**src/rtl/adder4_seq_ctrl.sv**
```systemverilog
// Multi-cycle W-bit adder: one 4-bit adder slice is reused for each nibble, low nibble first,
// with a carry register between nibbles. start/busy/done handshake; sum and c_out hold between runs.
module adder4_seq_ctrl #(
  parameter int WORDS = 4
) (
  input  logic                 clk,
  input  logic                 rst_n,
  input  logic                 start,
  input  logic [4*WORDS-1:0]   a,
  input  logic [4*WORDS-1:0]   b,
  input  logic                 c_in,
  output logic                 busy,
  output logic                 done,
  output logic [4*WORDS-1:0]   sum,
  output logic                 c_out,
  output logic [1:0]           dbg_state
);

  // Handshake: start is sampled only in IDLE; a request there is accepted on that
  // same edge. busy is high for the WORDS cycles of RUN. done pulses for one cycle in DONE.
  // start seen in RUN or DONE is dropped, not queued.

  localparam int W  = 4 * WORDS;
  localparam int CW = (WORDS > 1) ? $clog2(WORDS) : 1;
  localparam logic [CW-1:0] LAST = CW'(WORDS - 1);

  typedef enum logic [1:0] {
    IDLE = 2'd0,
    RUN  = 2'd1,
    DONE = 2'd2
  } state_t;

  state_t        state_q, state_d;
  logic [W-1:0]  a_q, a_d;
  logic [W-1:0]  b_q, b_d;
  logic [W-1:0]  s_q, s_d;
  logic [W-1:0]  sum_q, sum_d;
  logic          carry_q, carry_d;
  logic          c_out_q, c_out_d;
  logic [CW-1:0] cnt_q, cnt_d;

  logic [4:0]    slice;
  logic [W-1:0]  s_shift;

  always_comb begin
    // The 4-bit adder slice works on the low nibble of the operand shift registers.
    slice   = {1'b0, a_q[3:0]} + {1'b0, b_q[3:0]} + {4'b0, carry_q};
    // The new nibble enters at the top, so after WORDS shifts the sum lines up with bit 0.
    s_shift = (s_q >> 4) | (W'(slice[3:0]) << (W - 4));

    state_d = state_q;
    a_d     = a_q;
    b_d     = b_q;
    s_d     = s_q;
    sum_d   = sum_q;
    carry_d = carry_q;
    c_out_d = c_out_q;
    cnt_d   = cnt_q;

    case (state_q)
      IDLE: begin
        if (start) begin
          a_d     = a;
          b_d     = b;
          carry_d = c_in;
          cnt_d   = '0;
          s_d     = '0;
          state_d = RUN;
        end
      end
      RUN: begin
        a_d     = a_q >> 4;
        b_d     = b_q >> 4;
        s_d     = s_shift;
        carry_d = slice[4];
        cnt_d   = cnt_q + CW'(1);
        if (cnt_q == LAST) begin
          sum_d   = s_shift;
          c_out_d = slice[4];
          state_d = DONE;
        end
      end
      DONE:    state_d = IDLE;
      default: state_d = IDLE;
    endcase
  end

  always_ff @(posedge clk or negedge rst_n) begin
    if (!rst_n) begin
      state_q <= IDLE;
      a_q     <= '0;
      b_q     <= '0;
      s_q     <= '0;
      sum_q   <= '0;
      carry_q <= 1'b0;
      c_out_q <= 1'b0;
      cnt_q   <= '0;
    end else begin
      state_q <= state_d;
      a_q     <= a_d;
      b_q     <= b_d;
      s_q     <= s_d;
      sum_q   <= sum_d;
      carry_q <= carry_d;
      c_out_q <= c_out_d;
      cnt_q   <= cnt_d;
    end
  end

  assign busy      = (state_q == RUN);
  assign done      = (state_q == DONE);
  assign sum       = sum_q;
  assign c_out     = c_out_q;
  assign dbg_state = state_q;

endmodule

```
**config.mk**
```make
export PLATFORM = sky130hd
export DESIGN_NAME = adder4_seq_ctrl
export DESIGN_NICKNAME = d
export VERILOG_FILES = /design/src/rtl/adder4_seq_ctrl.sv
export SDC_FILE = /design/constraint.sdc
export NUM_CORES = 1
export LEC_CHECK = 0
export CELL_PAD_IN_SITES_DETAIL_PLACEMENT = 1
export CELL_PAD_IN_SITES_GLOBAL_PLACEMENT = 1
export CORE_MARGIN = 3
export CORE_UTILIZATION = 40
export DETAILED_ROUTE_END_ITERATION = 8
export GPL_TIMING_DRIVEN = 0
export PLACE_DENSITY_LB_ADDON = 0.1
export SETUP_SLACK_MARGIN = 0.4
export SLEW_MARGIN = 20
export SYNTH_ARGS = -nofsm -noshare
export SYNTH_HDL_FRONTEND = slang
export SYNTH_SLANG_ARGS = --single-unit
```
**constraint.sdc**
```tcl
create_clock -name clk -period 2 [get_ports clk]
set_input_delay 0.4 -clock clk [delete_from_list [all_inputs] [get_ports clk]]
set_output_delay 0.4 -clock clk [all_outputs]
set_load 0.05 [all_outputs]
```
* Word-level counts from Yosys, hierarchy flattened
Cells that the tools add are included.
** Storage, ports and cells
- Register bits after elaboration :: 70
- Logic and storage cells :: 35
- Output and inout port bits :: 21
** Operators by class
- Multiplexer cells :: 13
- Bitwise operators :: 1
- Equal/unequal tests :: 5
- Add/subtract/negate cells :: 3
- Reduce and logical (&&, ||, !) cells :: 5
** Operators by type and width (count)
- $pmux W16 S2 :: 3
- $mux W16 :: 3
- $or A12 B16 Y16 :: 1
- $pmux W2 S2 :: 2
- $mux W2 :: 3
- $reduce_and A2 Y1 :: 3
- $add A4 B4 Y5 :: 1
- $add A5 B1 Y5 :: 1
- $eq A2 B2 Y1 const B :: 2
- $add A2 B1 Y2 const B :: 1
- $eq A2 B1 Y1 const B :: 1
- $logic_not A2 Y1 :: 1
- $ne A2 B1 Y1 const B :: 1
- $ne A2 B2 Y1 const B :: 1
- $pmux W1 S2 :: 1
- $reduce_bool A2 Y1 :: 1
- $mux W1 :: 1

* Logic depth before layout (Yosys ltp)
- Word-level depth :: 4
- Depth in mapped cells :: 7
- Gate-level depth less buffers :: 7

* Worst setup path before layout
No wires, ideal clock.
- Path kind :: register to output
- Start :: register state_q[1] (netlist: dbg_state[1])
- End :: output port done
- Path slack :: -124 ps
- Stages on the path, launching flop included :: 3
- Data required time :: 1600 ps
- Arrival time :: 1724 ps
- Buffers on the path :: 1
- Path through :: dfrtp_1 > clkbuf_1 > nor2b_1
** On the way
- Longest elaborated chain between the ends :: 1
** Ends and longest elaborated chain
- start, declared :: line 33 : state_t state_q, state_d;
- start signal, assigned :: line 99 : state_q <= state_d;
- $eq A2 B2 Y1 :: line 111 : assign done = (state_q == DONE);
- end, declared :: line 13 : output logic done,
Every way passes these cells.

* Worst setup path after layout
- Start :: register a_q[0]
- End :: register sum_q[13] (netlist: sum[13])
** On the way
- Longest elaborated chain between the ends :: 3
** Ends and longest elaborated chain
- start, declared :: line 34 : logic [W-1:0] a_q, a_d;
- start signal, assigned :: line 91 : a_q <= '0;
- start signal, assigned :: line 100 : a_q <= a_d;
- $add A4 B4 Y5 :: line 47 : slice = {1'b0, a_q[3:0]} + {1'b0, b_q[3:0]} + {4'b0, carry_q};
- $add A5 B1 Y5 :: line 47
- $or A12 B16 Y16 :: line 49 : s_shift = (s_q >> 4) | (W'(slice[3:0]) << (W - 4));
- via s_shift[13] :: line 43 : logic [W-1:0] s_shift;
- end signal, assigned :: line 103 : sum_q <= sum_d;
- end, declared :: line 37 : logic [W-1:0] sum_q, sum_d;
The timed path passes the listed nets, and every way through them passes these cells.
A chain may end at the register's enable or synchronous reset.

==> results.md <==
- Cell Pwr Density: 1740 mW/mm^2
- Post-synth EDFFs: 0
- Most common cell after layout, fill and taps aside: dfrtp_1
- Area added between synthesis and finish: 38.1%
- Netlist cell types: 28
- Crit Path Class: reg2reg
- Origin of the critical flop-to-flop path: a_q[0]
- Routed wire length per instance: 16.1 um
- CP max stage delay: 0.44 ns
- CP max FO: 2
- Initial core utilization: 0.421
- Crit path buffers/inverters: 2
- CORE AREA: 0.00691 mm^2
- Dominant cells by area after synthesis: dfrtp_1 (57%), mux2i_1 (8.6%), nand2_1 (5.3%)
- # fillers: 749
- Worst reg-to-reg setup slack: 0.31 ns
- Family with the most delay on the worst path: adder cells
- Cell taking the most area after synthesis: dfrtp_1
- Vias in the first global route: 2371
- Finish-stage setup viols: 0
- Max-cap violations: 0
- Crit end category: flop
- Vias: 2203
- Met2 usage: 0.313
- Layout cells sized above 1: 0.265
- Final Hold Fails: 0
- Clk buf depth: 2
- First-pass GRT wire length: 11.8 mm
- Mux cell area share after synthesis: 0.137
- Clock buffer count from CTS: 9
- Worst Hold Path EP: sum[14]
- Hold depth: 2
- Post-Route WL: 7.08 mm
- Net Sw Frac: 0.409
- Quantity of I/O buffers inserted on ports: 56
- GRT met3 Usage: 0.0315
- Worst r2r dst: sum[13]
- Synth Flop Type: dfrtp_1
- Drt first pass iters: 4
- Syn nets: 298
- Largest family of logic cells by synthesized area: multiplexers
- Final count of pins violating max slew: 0
- Seq pwr share: 0.327
- Total power: 7.00 mW
- Worst hold slack: 0.481 ns
- Vias per inst: 5.02
- Worst Min Path Start: sum[14]
- Initial antenna violation count: 0
- Worst Path Required: 2.22 ns
- R2R depth: 5
- Die area: 0.00832 mm^2
- Worst slew margin: 0.706
- Worst-margin pin slew: 0.441 ns
- Clk_skew: 0.00414 ns
- Fmax: 0.590 GHz
- Combinational power share: 0.512
- CTS root buf: clkbuf_8
- Hold WC Path Type: reg2reg
- Synthesis Warnings: 0
- Clock share of power: 0.162
- Register area share after synthesis: 0.568
- Post-synthesis simple-gate area fraction: 0.0965
- Clk sink count: 66
- Status: finished, final reports clean
- Synth Register Bits: 66
- GRT overflow: 0
- Syn Inst Count: 256
- Asr flop ratio synth: 1.00
- Crit-path cells: inv_2 -> fa_2 -> inv_2 -> fa_2 -> mux2_4
- Die X-Extent: 91.2 um
- Post-synthesis compound-gate area fraction: 0.128
- DRC: 0
- Switching pwr: 2.86 mW
- Worst path depth: 5
- CP max-delay cell: fa_2
- Clock slew at reported path FFs: 0.07 ns
- Largest net degree at the start of global routing: 38
- GR Layer Usage met1: 0.225
- Global route hottest layer: met2
- Area share of the largest cell type after synthesis: 0.568
- Io pins: 57
- Xor and xnor area share after synthesis: 0.00301
- Max VDD drop: 0.672 mV
- Worst-Skew Late Latency: 0.34 ns
- Remaining antenna violation count: 0
- Adder-Cell Fraction of Synth Area: 0.0310
- Initial DRC count: 95
- Total track usage: 0.181
- Syn Std Cell Area: 0.00291 mm^2
- Internal Dissipation: 4.13 mW
- Nets: 380
- Syn_area_per_cell: 11.3 um^2
- Fin crit period: 1.69 ns
- FP Rows: 30
- CTS H-tree depth: 3
- Gpl congestion: 0.703
- Number of inserted diodes: 0
- Most frequent cells in the layout: dfrtp_1 (64), nand2_1 (41), clkdlybuf4s50_1 (34)
- RSZ-0062 raised after global routing: yes
- Arr. time, crit path: 1.92 ns
- CTS tree: built
- Tcrit/Tclk final: 0.847
- Worst setup SP type: flop
- Die Y: 91.2 um
- Dpl hpwl: 4.87 mm
- Lkg Pwr: 1.86 nW
## power groups by stage
stage | Combinational, mW | Sequential [mW] | Clock (mW)
2_1_floorplan | 1.75 | 2.76 | 0
3_3_place_gp | 3.15 | 2.27 | 0
3_5_place_dp | 3.25 | 2.29 | 0
4_1_cts | 3.45 | 2.28 | 1.16
5_1_grt | 3.93 | 2.36 | 1.23
6_report | 3.58 | 2.29 | 1.13
## worst max-delay path by stage
| stage | start | end | slack, ns |
|---|---|---|---|
| 2_1_floorplan | b_q[0] | carry_q | 0.38 |
| 6_report | a_q[0] | sum[13] | 0.31 |
| 5_1_grt | a_q[0] | sum[13] | 0.24 |
| 3_3_place_gp | rst_n | dbg_state[1] | -2.03 |
| 3_5_place_dp | dbg_state[1] | busy | -0.24 |
| 4_1_cts | dbg_state[1] | busy | 0.31 |
## cell usage after synthesis (3+ instances only)
| master | instances |
|---|---|
| nor2b_1 | 10 |
| dfrtp_1 | 66 |
| inv_1 | 6 |
| buf_4 | 3 |
| clkbuf_1 | 6 |
| a22o_1 | 10 |
| mux2_2 | 12 |
| o21ai_0 | 20 |
| ha_1 | 4 |
| nand2_1 | 41 |
| buf_2 | 6 |
| a21oi_1 | 10 |
| o21ai_1 | 18 |
| mux2i_1 | 25 |
## metrics by stage
stage                     area (um^2)  std cells  utilization  TNS [ns]  worst slack, ns
after floorplan                  2920        256            -         0            0.378
after global placement           3600        408        0.522   -118.08            -2.03
after detailed placement         3620        409        0.524    -0.450           -0.243
after CTS                        3930        430        0.569         0            0.307
after global routing             4010        439        0.581         0            0.237
final                            4010        439        0.581         0            0.305
## kinds of logic after synthesis
logic type | count (synthesis)
adder cells (fa/ha/maj) | 6
multiplexers | 38
AND/OR/NAND/NOR | 60
buffers and inverters | 22
AO/OA/AOI/OAI | 63
XOR/XNOR | 1
flip-flops | 66
## state kept, by name, summed over array words and instances, names as in the netlist
name       cells
a_q           16
b_q           16
c_out          1
carry_q        1
cnt_q          2
dbg_state      2
s_q           12
sum           16
## worst reg2reg max path: cells and delay by family (launching register included)
kind | cells | cell delay [ns]
buf+inv | 2 | 0.12
fa+ha+maj | 2 | 0.83
flops | 1 | 0.36
mux | 1 | 0.28
## timing repair
| item | CTS | global route |
|---|---|---|
| buffers inserted | 4 | 9 |
| endpoints found under the hold margin | 8 | 0 |
| pin swaps | 5 | 1 |
| hold buffers | 1 | 0 |
| endpoints found under the setup margin | 64 | 51 |
| gates resized for setup | 85 | 23 |
## layer usage
layer	wire, um	vias to the layer above
met5	0	-
li1	-	1050
met2	3690	44
met3	232	11
met1	3060	1098
met4	93	0
## layout make-up
cell class	count	area, um^2	share of cell area
flip-flops and latches	66	1650	0.412
clock buffers	14	163	0.0405
clock inverters	2	35.0	0.00873
well taps	96	120	0.0299
repair buffers	71	684	0.171
inverters	7	38.8	0.00967
multi-input cells	168	1180	0.295
plain buffers	15	135	0.0337
Note: power is estimated with default switching activity, not from simulation.
